--- src/rtl/gbb_match_ctrl_if.sv ---
// Purpose: bundles the match controller's control, choice and score signals.
// Latency: none, wiring only.
// Backpressure: none; players present choices with a per-cycle valid.
interface gbb_match_ctrl_if;
    logic       start;
    logic       abort;
    logic [1:0] p1_sel;
    logic [1:0] p2_sel;
    logic       p1_valid;
    logic       p2_valid;
    logic [1:0] cmp_p1;
    logic [1:0] cmp_p2;
    logic [1:0] cmp_result;
    logic       clr_gbb;
    logic       window_open;
    logic [2:0] state;
    logic [2:0] p1_score;
    logic [2:0] p2_score;
    logic [3:0] round_cnt;
    logic       led_p1;
    logic       led_p2;
    logic       win_p1;
    logic       win_p2;

    // Environment side: players, control and the external comparator.
    modport master (
        output start, abort, p1_sel, p2_sel, p1_valid, p2_valid, cmp_result,
        input  cmp_p1, cmp_p2, clr_gbb, window_open, state,
               p1_score, p2_score, round_cnt, led_p1, led_p2, win_p1, win_p2
    );

    // Controller side.
    modport slave (
        input  start, abort, p1_sel, p2_sel, p1_valid, p2_valid, cmp_result,
        output cmp_p1, cmp_p2, clr_gbb, window_open, state,
               p1_score, p2_score, round_cnt, led_p1, led_p2, win_p1, win_p2
    );
endinterface

--- src/rtl/gbb_match_ctrl.sv ---
// Purpose: rock/scissor/paper match controller: collect window, judge, score, match end.
// Latency: both choices in a cycle -> JUDGE next edge -> SCORE one edge later; all outputs registered.
// Backpressure: none; the first non-zero valid per player per round is latched, later ones dropped.
module gbb_match_ctrl #(
    parameter int WIN_TARGET = 3,
    parameter int WINDOW_CYC = 8
) (
    input  logic             ck,
    input  logic             reset_n,
    gbb_match_ctrl_if.slave  bus
);

    typedef enum logic [2:0] {
        IDLE    = 3'b000,
        COLLECT = 3'b001,
        JUDGE   = 3'b010,
        SCORE   = 3'b011,
        DONE    = 3'b100
    } state_e;

    localparam logic [9:0] WIN_LOAD = 10'(WINDOW_CYC - 1);
    localparam logic [2:0] TARGET   = 3'(WIN_TARGET);

    state_e     st_q;
    logic [1:0] lat1_q, lat2_q;
    logic [9:0] cnt_q;
    logic [2:0] s1_q, s2_q;
    logic [3:0] rnd_q;
    logic       clr_q, led1_q, led2_q, win1_q, win2_q;

    logic [1:0] nxt1, nxt2;
    logic       go_score, award_p2;

    // Choice seen this cycle: an occupied latch is sticky; a sel of 00 leaves it empty.
    always_comb begin
        nxt1 = lat1_q;
        nxt2 = lat2_q;
        if (lat1_q == 2'b00 && bus.p1_valid) nxt1 = bus.p1_sel;
        if (lat2_q == 2'b00 && bus.p2_valid) nxt2 = bus.p2_sel;
    end

    // Round decided this cycle: forfeit on window expiry, or a decisive comparator answer.
    always_comb begin
        go_score = 1'b0;
        award_p2 = 1'b0;
        if (st_q == COLLECT) begin
            go_score = (cnt_q == 10'd0) && ((nxt1 != 2'b00) != (nxt2 != 2'b00));
            award_p2 = (nxt2 != 2'b00);
        end else if (st_q == JUDGE) begin
            go_score = bus.cmp_result[1];
            award_p2 = bus.cmp_result[0];
        end
    end

    // Match FSM with registered pulses, scores and latches; abort overrides everything.
    always_ff @(posedge ck or negedge reset_n) begin
        if (!reset_n) begin
            st_q   <= IDLE;
            lat1_q <= 2'b00;
            lat2_q <= 2'b00;
            cnt_q  <= 10'd0;
            s1_q   <= 3'd0;
            s2_q   <= 3'd0;
            rnd_q  <= 4'd0;
            clr_q  <= 1'b0;
            led1_q <= 1'b0;
            led2_q <= 1'b0;
            win1_q <= 1'b0;
            win2_q <= 1'b0;
        end else begin
            clr_q  <= 1'b0;
            led1_q <= 1'b0;
            led2_q <= 1'b0;
            if (bus.abort) begin
                st_q   <= IDLE;
                lat1_q <= 2'b00;
                lat2_q <= 2'b00;
                cnt_q  <= 10'd0;
                s1_q   <= 3'd0;
                s2_q   <= 3'd0;
                rnd_q  <= 4'd0;
                clr_q  <= 1'b1;
                win1_q <= 1'b0;
                win2_q <= 1'b0;
            end else begin
                case (st_q)
                    IDLE, DONE: begin
                        if (bus.start) begin
                            st_q   <= COLLECT;
                            lat1_q <= 2'b00;
                            lat2_q <= 2'b00;
                            cnt_q  <= WIN_LOAD;
                            s1_q   <= 3'd0;
                            s2_q   <= 3'd0;
                            rnd_q  <= 4'd0;
                            clr_q  <= 1'b1;
                            win1_q <= 1'b0;
                            win2_q <= 1'b0;
                        end
                    end
                    COLLECT: begin
                        lat1_q <= nxt1;
                        lat2_q <= nxt2;
                        if (nxt1 != 2'b00 && nxt2 != 2'b00) begin
                            st_q <= JUDGE;
                        end else if (cnt_q == 10'd0) begin
                            // Empty window: void round, open a fresh one.
                            if (!go_score) begin
                                cnt_q <= WIN_LOAD;
                                clr_q <= 1'b1;
                            end
                        end else begin
                            cnt_q <= cnt_q - 10'd1;
                        end
                    end
                    JUDGE: begin
                        if (!go_score) begin
                            st_q   <= COLLECT;
                            lat1_q <= 2'b00;
                            lat2_q <= 2'b00;
                            cnt_q  <= WIN_LOAD;
                            clr_q  <= 1'b1;
                        end
                    end
                    SCORE: begin
                        if (s1_q == TARGET || s2_q == TARGET) begin
                            st_q   <= DONE;
                            win1_q <= (s1_q == TARGET);
                            win2_q <= (s2_q == TARGET);
                        end else begin
                            st_q   <= COLLECT;
                            lat1_q <= 2'b00;
                            lat2_q <= 2'b00;
                            cnt_q  <= WIN_LOAD;
                            clr_q  <= 1'b1;
                        end
                    end
                    default: st_q <= IDLE;
                endcase

                // Award lands on entry to SCORE so score and LED are visible during SCORE.
                if (go_score) begin
                    st_q  <= SCORE;
                    rnd_q <= (rnd_q == 4'hF) ? rnd_q : rnd_q + 4'd1;
                    if (award_p2) begin
                        s2_q   <= s2_q + 3'd1;
                        led2_q <= 1'b1;
                    end else begin
                        s1_q   <= s1_q + 3'd1;
                        led1_q <= 1'b1;
                    end
                end
            end
        end
    end

    assign bus.cmp_p1      = lat1_q;
    assign bus.cmp_p2      = lat2_q;
    assign bus.clr_gbb     = clr_q;
    assign bus.window_open = (st_q == COLLECT);
    assign bus.state       = st_q;
    assign bus.p1_score    = s1_q;
    assign bus.p2_score    = s2_q;
    assign bus.round_cnt   = rnd_q;
    assign bus.led_p1      = led1_q;
    assign bus.led_p2      = led2_q;
    assign bus.win_p1      = win1_q;
    assign bus.win_p2      = win2_q;

endmodule
--- src/flat_wrapper.sv ---
// flat-port wrapper written by rule: the top's interface ports become plain ports
module gbb_match_ctrl_flat 
#(
    parameter int WIN_TARGET = 3,
    parameter int WINDOW_CYC = 8
)
  (ck, reset_n, bus_start, bus_abort, bus_p1_sel, bus_p2_sel, bus_p1_valid, bus_p2_valid, bus_cmp_result, bus_cmp_p1, bus_cmp_p2, bus_clr_gbb, bus_window_open, bus_state, bus_p1_score, bus_p2_score, bus_round_cnt, bus_led_p1, bus_led_p2, bus_win_p1, bus_win_p2);
  gbb_match_ctrl_if bus_i ();
  input  logic ck;
  input  logic reset_n;
  input wire logic [$bits(bus_i.start)-1:0] bus_start;
  input wire logic [$bits(bus_i.abort)-1:0] bus_abort;
  input wire logic [$bits(bus_i.p1_sel)-1:0] bus_p1_sel;
  input wire logic [$bits(bus_i.p2_sel)-1:0] bus_p2_sel;
  input wire logic [$bits(bus_i.p1_valid)-1:0] bus_p1_valid;
  input wire logic [$bits(bus_i.p2_valid)-1:0] bus_p2_valid;
  input wire logic [$bits(bus_i.cmp_result)-1:0] bus_cmp_result;
  output wire logic [$bits(bus_i.cmp_p1)-1:0] bus_cmp_p1;
  output wire logic [$bits(bus_i.cmp_p2)-1:0] bus_cmp_p2;
  output wire logic [$bits(bus_i.clr_gbb)-1:0] bus_clr_gbb;
  output wire logic [$bits(bus_i.window_open)-1:0] bus_window_open;
  output wire logic [$bits(bus_i.state)-1:0] bus_state;
  output wire logic [$bits(bus_i.p1_score)-1:0] bus_p1_score;
  output wire logic [$bits(bus_i.p2_score)-1:0] bus_p2_score;
  output wire logic [$bits(bus_i.round_cnt)-1:0] bus_round_cnt;
  output wire logic [$bits(bus_i.led_p1)-1:0] bus_led_p1;
  output wire logic [$bits(bus_i.led_p2)-1:0] bus_led_p2;
  output wire logic [$bits(bus_i.win_p1)-1:0] bus_win_p1;
  output wire logic [$bits(bus_i.win_p2)-1:0] bus_win_p2;
  assign bus_i.start = bus_start;
  assign bus_i.abort = bus_abort;
  assign bus_i.p1_sel = bus_p1_sel;
  assign bus_i.p2_sel = bus_p2_sel;
  assign bus_i.p1_valid = bus_p1_valid;
  assign bus_i.p2_valid = bus_p2_valid;
  assign bus_i.cmp_result = bus_cmp_result;
  assign bus_cmp_p1 = bus_i.cmp_p1;
  assign bus_cmp_p2 = bus_i.cmp_p2;
  assign bus_clr_gbb = bus_i.clr_gbb;
  assign bus_window_open = bus_i.window_open;
  assign bus_state = bus_i.state;
  assign bus_p1_score = bus_i.p1_score;
  assign bus_p2_score = bus_i.p2_score;
  assign bus_round_cnt = bus_i.round_cnt;
  assign bus_led_p1 = bus_i.led_p1;
  assign bus_led_p2 = bus_i.led_p2;
  assign bus_win_p1 = bus_i.win_p1;
  assign bus_win_p2 = bus_i.win_p2;
  gbb_match_ctrl #(.WIN_TARGET(WIN_TARGET), .WINDOW_CYC(WINDOW_CYC)) u_core (.ck(ck), .reset_n(reset_n), .bus(bus_i));
endmodule
--- config.mk ---
export PLATFORM = sky130hd
export DESIGN_NAME = gbb_match_ctrl_flat
export DESIGN_NICKNAME = d
export VERILOG_FILES = /design/src/rtl/gbb_match_ctrl_if.sv /design/src/rtl/gbb_match_ctrl.sv /design/src/flat_wrapper.sv
export SDC_FILE = /design/constraint.sdc
export NUM_CORES = 1
export LEC_CHECK = 0
export CAP_MARGIN = 20
export CORE_ASPECT_RATIO = 0.75
export CORE_MARGIN = 2
export CORE_UTILIZATION = 50
export CTS_CLUSTER_DIAMETER = 50
export DETAILED_ROUTE_END_ITERATION = 8
export PLACE_DENSITY = 0.81
export SETUP_SLACK_MARGIN = 0.4
export SLEW_MARGIN = 20
export SYNTH_ARGS = -nofsm -noshare
export SYNTH_HDL_FRONTEND = slang
export SYNTH_SLANG_ARGS = --single-unit
--- constraint.sdc ---
create_clock -name ck -period 2.4 [get_ports ck]
set_input_delay 0.72 -clock ck [delete_from_list [all_inputs] [get_ports ck]]
set_output_delay 0.72 -clock ck [all_outputs]
set_load 0.02 [all_outputs]
==> qor.yml, run 1 <==
status:
  status: "finished, final reports clean"
sta:
  tns_ns: 0
  min_period_ns: 2.19
  worst_slew_pin_slew_ns: 0.514
  drv_slew: 0
  fin_hold_ws_ns: 0.535
  clock_skew_ns: 0.00844
  hold_viol: 0
  fmax_mhz: 456
  worst_slack_ns: 0.209
  rsz0062_at_grt: "yes"
  max-slew-margin-rel_pct: 65.4
  finalCritPeriodShare_pct: 91.3
  setup_viol: 0
logic_synthesis:
  synth-main-ff-cell: "dfrtp_1"
  async_flop_share_pct: 100
  yosys.area.top_type_share_pct: 41.4
  yosys.area.top_type: "dfrtp_1"
  ys_types: 49
  synth_edf_count: 0
  ys_seq_area_share_pct: 41.4
  syn_area_um2: 1930
  yosysWarnings: 0
  syn_inst: 213
  syn_avg_cell_area_um2: 9.08
  synth_nets: 232
  synthTopCellsByArea: "dfrtp_1 (41%), a21oi_1 (5.7%), nor2_1 (5.4%)"
  ys_seq_elements: 32
floorplan:
  start_util_pct: 52.5
  die_w_um: 75.8
  dieArea_um2: 4380
  core-area_um2: 3680
  io_pins: 35
  die_h_um: 57.9
  core.rowCount: 19
cts:
  htreeDepth: 2
  clock_latency_ns: 0.30
  cts_tree: "built"
  clock_tree.buffer_depth: 2
  path_clk_slew_ns: 0.07
  cts_buffers: 5
  root_buffer: "clkbuf_8"
  clock-sinks: 32
drt:
  met1_length_um: 2520
  met2_length_um: 2630
  highest_layer: "met4"
  wl_per_cell_um: 17.0
  drt-initial-drc-count: 166
  vias_per_cell: 5.90
  routed_wl_um: 5670
  drc: 0
  ant_nets: 0
  detail_route.first_pass.iterations: 4
  dr_wl_met3_um: 352
  vias: 1971
setup_path:
  start_kind: "input port"
  cp_max_fo: 2
  r2r-start: "u_core.bus.cmp_p2[0]"
  cp_data_required_time_ns: 2.64
  cp-end-kind: "flip-flop"
  cp_slowest_cell: "mux2_4"
  ff2ff_path_depth: 8
  cp.arrival_ns: 2.43
  worst_path_largest_cell_delay_ns: 0.32
  regToRegEndpoint: "u_core.bus.p2_score[0]"
  worstSetupPathType: "in -> reg"
  cp_cell_sequence: "buf_2 -> o21ai_4 -> nand2_2 -> ha_4 -> nor3b_4 -> a41oi_4 -> a211oi_4 -> mux2_4 -> nor2_1"
  rrSetupSlack_ns: 0.26
final_layout:
  diodes: 0
  final_cell_mix: "dfrtp_1 (32), buf_4 (31), nor2_1 (25)"
  num-nets-final: 300
  fill_cells: 228
  areaGrowthSynthToFinish_pct: 46.5
  final_common_cell: "dfrtp_1"
  drive_above_1_share_pct: 32.6
placement:
  dp.final_hpwl_um: 3350
  dpl_worst_slack_ns: -0.452
  gp_congestion: 0.889
  port-buffer-count: 34
global_routing:
  grt_pass1_vias: 1774
  grt_pass1_wl_um: 8370
  grt_max_degree: 33
  grtUsageTotal_pct: 25.4
  grt-ovfl-total: 0
  antenna_found_initial: 0
pwr:
  power_frac_seq_pct: 28.5
  pwr-share-clk_pct: 22.2
  switchingPower_mw: 0.979
  combPwrFrac_pct: 49.2
  p_leak_nw: 1.31
  vdd_drop_max_mv: 0.692
  switching_share_pct: 40.8
  power.density_nw_per_um2: 848
  internal_power_mw: 1.42
hold_path:
  holdPathStages: 2
  min_to: "u_core.bus.cmp_p1[1]"
  hold_path.class: "reg -> reg"
  hp-start: "u_core.bus.cmp_p1[1]"
run:
  cap_violations: 0
-- synthesized netlist by cell type, types with 2 or more instances --
master and count:
a311oi_1 2, o21ai_0 14, nand3_1 7, o31ai_1 2, a21oi_1 22, o211ai_1 3, ha_1 7, nand3b_1 3
clkbuf_1 3, nand2b_1 4, nor2_1 28, dfrtp_1 32, a31oi_1 8, inv_1 11, a21o_1 2, nor3_1 3
o21ai_2 2, nand4_1 2, or4_1 3, nor3b_1 4, nor2b_1 5, nand2_1 18, or2_2 2
-- registers in the layout (all words and copies together), names as in the netlist --
register and cells:
u_core.cnt_q 10, u_core.bus.round_cnt 4, u_core.bus.p1_score 3, u_core.bus.p2_score 3
u_core.bus.state 3, u_core.bus.cmp_p1 2, u_core.bus.cmp_p2 2, u_core.bus.clr_gbb 1
u_core.bus.led_p1 1, u_core.bus.led_p2 1, u_core.bus.win_p1 1, u_core.bus.win_p2 1
-- layout make-up --
cell class                 instances  area [um^2]  area share, %
clock buffer                       5         68.8           2.43
clock inverter                     3         42.5           1.50
inverter                          12         50.0           1.77
multi-input combinational        163         1230           43.4
sequential                        32          801           28.3
tap                               52         65.1           2.30
timing repair buffer              67          574           20.3
-- metrics by stage --
stage	utilization (%)	cells	instance area (um^2)	power, mW
after global placement	68.9	314	2540	1.66
after floorplan	-	213	2010	1.34
after detailed placement	68.9	314	2540	1.67
after global routing	76.8	334	2830	2.52
final	76.8	334	2830	2.40
after CTS	74.1	329	2730	2.25
-- kinds of logic after synthesis --
logic type,Yosys count,synth area share [%]
and+or+nand+nor,86,23.6
AOI/OAI and AO/OA,67,24.7
DFF,32,41.4
buffers and inverters,18,4.21
adders and majority gates,7,4.53
muxes,2,1.10
xor gates and xnor gates,1,0.453
-- worst max-delay path, delay by kind of cell --
family	cells	cell delay, ns
compound gates	3	0.53
simple gates	3	0.44
mux	1	0.32
fa+ha+maj	1	0.28
buf+inv	1	0.12
-- how the worst max path moves through the flow --
stage	from	end	slack (ns)
6_report	bus_p2_sel[0]	u_core.bus.p2_score[0]	0.21
5_1_grt	bus_p1_sel[1]	u_core.bus.p2_score[0]	0.15
4_1_cts	u_core.bus.state[1]	bus_window_open	0.22
3_5_place_dp	bus_p2_sel[0]	u_core.bus.p2_score[0]	-0.45
3_3_place_gp	bus_p2_sel[0]	u_core.bus.p2_score[0]	-0.40
2_1_floorplan	bus_p1_sel[0]	u_core.bus.p2_score[0]	-0.001
-- power groups by stage --
stage / Combinational (mW) / Clock [mW] / Sequential [mW]
floorplan: 0.630 / 0 / 0.710
global placement: 0.978 / 0 / 0.684
detailed placement: 0.987 / 0 / 0.684
CTS: 1.04 / 0.530 / 0.676
global route: 1.26 / 0.563 / 0.692
finish: 1.18 / 0.534 / 0.685
-- timing repair --
action | 4_1_cts | 5_1_grt
hold buffers | 0 | 0
gates resized for setup | 61 | 17
setup buffers | 7 | 5
pin swaps | 12 | 10
endpoints found under the setup margin | 41 | 27
-- layer usage --
| layer | up-vias | track usage (%) |
|---|---|---|
| met1 | 953 | 36.4 |
| met2 | 79 | 37.3 |
| met4 | 0 | 6.52 |
| met3 | 23 | 8.00 |
| li1 | 916 | - |
| met5 | - | 0 |
Power figures use the tool's default switching activity.
==> run 2, diff against run 1 <==
--- a/config.mk
+++ b/config.mk
@@ -11,7 +11,7 @@
 export CORE_UTILIZATION = 50
 export CTS_CLUSTER_DIAMETER = 50
 export DETAILED_ROUTE_END_ITERATION = 8
-export PLACE_DENSITY = 0.81
+export PLACE_DENSITY_LB_ADDON = 0.08
 export SETUP_SLACK_MARGIN = 0.4
 export SLEW_MARGIN = 20
 export SYNTH_ARGS = -nofsm -noshare
==> run 2 against run 1 <==
Net effect: die area unchanged; routed wire length down 6.7%; non-clock buffer count up 4; largest cell class unchanged; largest power group unchanged.
==> qor.yml, run 2 (synthesis results as in run 1) <==
status:
  status: "finished, final reports clean"
sta:
  finalCritPeriodShare_pct: 90.6
  worst_slew_pin_slew_ns: 0.494
  drv_slew: 0
  min_period_ns: 2.17
  clock_skew_ns: 0.00591
  fmax_mhz: 460
  rsz0062_at_grt: "yes"
  fin_hold_ws_ns: 0.527
  worst_slack_ns: 0.226
  tns_ns: 0
  hold_viol: 0
  setup_viol: 0
  max-slew-margin-rel_pct: 66.7
placement:
  dp.final_hpwl_um: 3490
  port-buffer-count: 34
  dpl_worst_slack_ns: -0.436
  gp_congestion: 0.830
drt:
  vias_per_cell: 5.74
  drc: 0
  ant_nets: 0
  routed_wl_um: 5290
  vias: 1940
  wl_per_cell_um: 15.7
  drt-initial-drc-count: 160
  detail_route.first_pass.iterations: 4
final_layout:
  largest_register: "u_core.cnt_q"
  drive_above_1_share_pct: 32.2
  diodes: 0
  areaGrowthSynthToFinish_pct: 48.4
  largest_reg_flops: 10
  final_cell_mix: "dfrtp_1 (32), buf_4 (30), nor2_1 (25)"
  utilization_pct: 77.9
  multi_input_area_um2: 1210
  final_common_cell: "dfrtp_1"
  fill_cells: 271
  num-nets-final: 304
  seqCellArea_um2: 801
pwr:
  total_power_mw: 2.41
  vdd_drop_max_mv: 0.510
  power.density_nw_per_um2: 841
  p_leak_nw: 1.35
setup_path:
  r2r-start: "u_core.bus.cmp_p2[0]"
  start_kind: "input port"
  crit_buf_inv: 1
  cp_slowest_cell: "mux2_4"
  worst_path_largest_cell_delay_ns: 0.33
  cp_cell_sequence: "buf_8 -> o21ai_4 -> nand2_2 -> ha_4 -> nor3b_4 -> a41oi_4 -> a211oi_4 -> mux2_4 -> nor2_2"
  crit_start: "bus_p2_sel[0]"
  cp_data_required_time_ns: 2.64
  worstSetupPathType: "in -> reg"
  cp.arrival_ns: 2.41
  rrSetupSlack_ns: 0.28
  cp_max_fo: 2
  cp-end-kind: "flip-flop"
  crit_family: "compound AO/OA/AOI/OAI gates"
floorplan:
  io_pins: 35
  core.rowCount: 19
  die_w_um: 75.8
  core-area_um2: 3680
  start_util_pct: 52.5
  dieArea_um2: 4380
  die_h_um: 57.9
cts:
  root_buffer: "clkbuf_8"
  clock_latency_ns: 0.30
  path_clk_slew_ns: 0.07
  hold_buffers: 0
  cts_tree: "built"
  htreeDepth: 2
  clock-sinks: 32
  cts_buffers: 5
  clock_tree.buffer_depth: 2
hold_path:
  hold_path.class: "reg -> reg"
  hp-start: "u_core.bus.cmp_p1[1]"
global_routing:
  grt_pass1_wl_um: 8530
  antenna_found_initial: 0
  grtUsageTotal_pct: 26.2
  grt_max_degree: 33
  grt-ovfl-total: 0
  grt_pass1_vias: 1799
run:
  cap_violations: 0
## run 2: changes by cell type in the layout (fill, tap and decap cells not counted), sizes merged
cell / before / now
dlymetal6s2s: 3 / 4
clkbuf: 5 / 6
clkdlybuf4s50: 9 / 8
clkinvlp: 1 / 0
buf: 40 / 44
## run 2: cell type report
type / count / share of cell area (%)
Multi-Input combinational cell: 163 / 42.2
Clock buffer: 6 / 2.53
Sequential cell: 32 / 27.9
Inverter: 12 / 1.74
Tap cell: 52 / 2.27
Clock inverter: 2 / 1.22
Timing Repair Buffer: 71 / 22.2
## run 2: tightest hold or removal path, cell delays in order, from the launching register on
cell and delay (ns):
dfrtp_1 0.37, a31oi_1 0.05, nor2_1 0.08
## run 2: final timing paths
kind / end / depth (start not counted)
min in group asynchronous: u_core.bus.state[0] / 2
worst min-delay path: u_core.bus.cmp_p1[1] / 2
worst min register to register: u_core.bus.cmp_p1[1] / 2
worst max-delay path: u_core.bus.p2_score[0] / 9
worst max register to register: u_core.bus.p2_score[0] / 8
max in group asynchronous: u_core.bus.cmp_p2[0] / 2
## run 2: power by group
group          total, mW  leakage [nW]  internal, mW  switching (mW)
registers          0.683         0.437         0.603          0.0797
clock network      0.526        0.0552         0.308           0.218
logic               1.20         0.859         0.557           0.646
total               2.41          1.35          1.47           0.943
## run 2: repair_timing
action	CTS	global route
pin swaps	14	16
gates resized for setup	65	18
endpoints found under the setup margin	40	28
setup buffers	7	7
cloned	1	0
## run 2: metal layers
metal / GRT usage [%] / share of wire, %
met5: 0 / 0
met4: 9.52 / 2.7
met3: 4.87 / 6.4
met2: 37.6 / 44
met1: 39.3 / 47
## run 2: stage by stage
step | cell area (um^2) | std cells
floorplan | 2010 | 213
global placement | 2540 | 315
detailed placement | 2540 | 315
CTS | 2760 | 331
global route | 2870 | 338
finish | 2870 | 338
==> run 3, diff against run 2 <==
--- a/config.mk
+++ b/config.mk
@@ -7,9 +7,10 @@
 export LEC_CHECK = 0
 export CAP_MARGIN = 20
 export CORE_ASPECT_RATIO = 0.75
-export CORE_MARGIN = 2
+export CORE_MARGIN = 5
 export CORE_UTILIZATION = 50
 export CTS_CLUSTER_DIAMETER = 50
+export CTS_CLUSTER_SIZE = 14
 export DETAILED_ROUTE_END_ITERATION = 8
 export PLACE_DENSITY_LB_ADDON = 0.08
 export SETUP_SLACK_MARGIN = 0.4
==> run 3 against run 2 <==
Net effect: maximum frequency shrank 0.55%; first-iteration DRC count is 20% lower; routed wire length up 0.55%; power is 3.1% lower; combinational power fell by 6%; design area shrank 2.1%; setup slack got worse by 0.012 ns; register-to-register slack better by 0.05 ns.
==> qor.yml, run 3 (synthesis results as in run 1) <==
status:
  status: "finished, final reports clean"
run:
  cap_violations: 0
pwr:
  power.density_nw_per_um2: 833
  p_leak_nw: 1.35
  combPwrFrac_pct: 48.1
  vdd_drop_max_mv: 0.487
  internal_power_mw: 1.41
  total_power_mw: 2.34
  power_frac_seq_pct: 29.1
  switching_share_pct: 39.6
  pwr-share-clk_pct: 22.7
  switchingPower_mw: 0.926
setup_path:
  cp_slowest_cell: "mux2_4"
  start_kind: "input port"
  crit_family: "compound AO/OA/AOI/OAI gates"
  cp_cell_sequence: "buf_6 -> o21ai_2 -> nand3_2 -> ha_4 -> nor3b_4 -> a41oi_4 -> a211oi_4 -> mux2_4 -> nor2_2"
  regToRegEndpoint: "u_core.bus.p2_score[0]"
  crit_path_end: "u_core.bus.p2_score[0]"
  crit_start: "bus_p1_sel[0]"
  cp_data_required_time_ns: 2.63
  crit_buf_inv: 1
  cp_max_fo: 2
  worst_path_largest_cell_delay_ns: 0.33
  worstSetupPathType: "in -> reg"
  cp.depth: 9
  ff2ff_path_depth: 8
  cp.arrival_ns: 2.42
  cp-end-kind: "flip-flop"
  r2r-start: "u_core.bus.cmp_p2[0]"
  rrSetupSlack_ns: 0.33
drt:
  vias: 1891
  routed_wl_um: 5320
  drc: 0
  drt-initial-drc-count: 128
  ant_nets: 0
  wl_per_cell_um: 15.8
  vias_per_cell: 5.63
  detail_route.first_pass.iterations: 4
sta:
  setup_viol: 0
  drv_slew: 0
  min_period_ns: 2.19
  clock_skew_ns: 0.00722
  worst_slack_ns: 0.214
  hold_viol: 0
  max-slew-margin-rel_pct: 66.2
  finalCritPeriodShare_pct: 91.1
  fmax_mhz: 458
  worst_slew_pin_slew_ns: 0.502
  rsz0062_at_grt: "yes"
cts:
  clock-sinks: 32
  cts_buffers: 5
  clock_latency_ns: 0.29
  cts_tree: "built"
  clock_tree.buffer_depth: 2
  root_buffer: "clkbuf_8"
  hold_buffers: 0
  path_clk_slew_ns: 0.08
  htreeDepth: 2
placement:
  dp.final_hpwl_um: 3610
  gp_congestion: 0.910
  port-buffer-count: 34
  dpl_worst_slack_ns: -0.449
global_routing:
  grtUsageTotal_pct: 21.7
  grt_pass1_wl_um: 9040
  grt_max_degree: 33
  grt_pass1_vias: 1895
  grt-ovfl-total: 0
  antenna_found_initial: 0
final_layout:
  drive_above_1_share_pct: 30.6
  largest_register: "u_core.cnt_q"
  diodes: 0
  final_cell_mix: "buf_4 (32), dfrtp_1 (32), nor2_1 (26)"
  fill_cells: 264
  areaGrowthSynthToFinish_pct: 45.2
  num-nets-final: 302
  largest_reg_flops: 10
  multi_input_area_um2: 1180
  seqCellArea_um2: 801
floorplan:
  dieArea_um2: 5220
  start_util_pct: 52.5
  io_pins: 35
  core.rowCount: 19
  die_w_um: 81.8
  core-area_um2: 3680
  die_h_um: 63.9
hold_path:
  hold_path.class: "reg -> reg"
## run 3: cell type report
| type | count | area share (%) |
|---|---|---|
| multi-input cells | 163 | 42.1 |
| clock inverters | 3 | 1.52 |
| clock buffers | 5 | 2.45 |
| repair buffers | 69 | 21.3 |
| inverters | 12 | 1.78 |
| well taps | 52 | 2.32 |
| flip-flops and latches | 32 | 28.5 |
## run 3: worst min-delay path by stage
stage                           start                     end  depth (start not counted)
2_1_floorplan                 reset_n      u_core.bus.clr_gbb                          0
4_1_cts          u_core.bus.cmp_p1[1]    u_core.bus.cmp_p1[1]                          2
6_report         u_core.bus.cmp_p1[0]    u_core.bus.cmp_p1[0]                          2
3_5_place_dp     u_core.bus.cmp_p1[1]    u_core.bus.cmp_p1[1]                          2
3_3_place_gp   u_core.bus.p1_score[0]  u_core.bus.p1_score[0]                          1
5_1_grt          u_core.bus.cmp_p1[1]    u_core.bus.cmp_p1[1]                          2
## run 3: tightest hold or removal path: stages, from the launching register on
cell	delay, ns
dfrtp_1	0.36
a31oi_1	0.05
nor2_1	0.08
## run 3: power groups by stage
stage	registers, mW	logic, mW	clock network [mW]
finish	0.681	1.13	0.532
CTS	0.678	1.07	0.539
global route	0.692	1.21	0.572
global placement	0.686	1.01	0
floorplan	0.710	0.630	0
detailed placement	0.689	1.02	0
## run 3: timing repair
item	in CTS	in global routing
resized for setup	59	13
setup buffers	7	5
endpoints found under the setup margin	40	30
gates cloned	0	0
pin swaps	13	12
## run 3: layer usage
metal  GRT usage [%]  share of wire [%]  vias to the layer above
met5               0                  0                        -
met4            4.98               0.64                        0
met3            5.06                5.1                        4
met2            32.3                 44                       52
met1            32.1                 50                      915
li1                -                  -                      920
## run 3: through the flow
stage | instance area, um^2 | cells | setup TNS, ns | hold WS, ns | util [%]
after floorplan | 2010 | 213 | -0.000988 | 0.424 | -
after detailed placement | 2550 | 316 | -7.50 | 0.515 | 69.3
final | 2810 | 336 | 0 | 0.522 | 76.2
after CTS | 2740 | 331 | 0 | 0.526 | 74.3
after global placement | 2550 | 316 | -6.39 | 0.510 | 69.3
after global routing | 2810 | 336 | 0 | 0.550 | 76.2
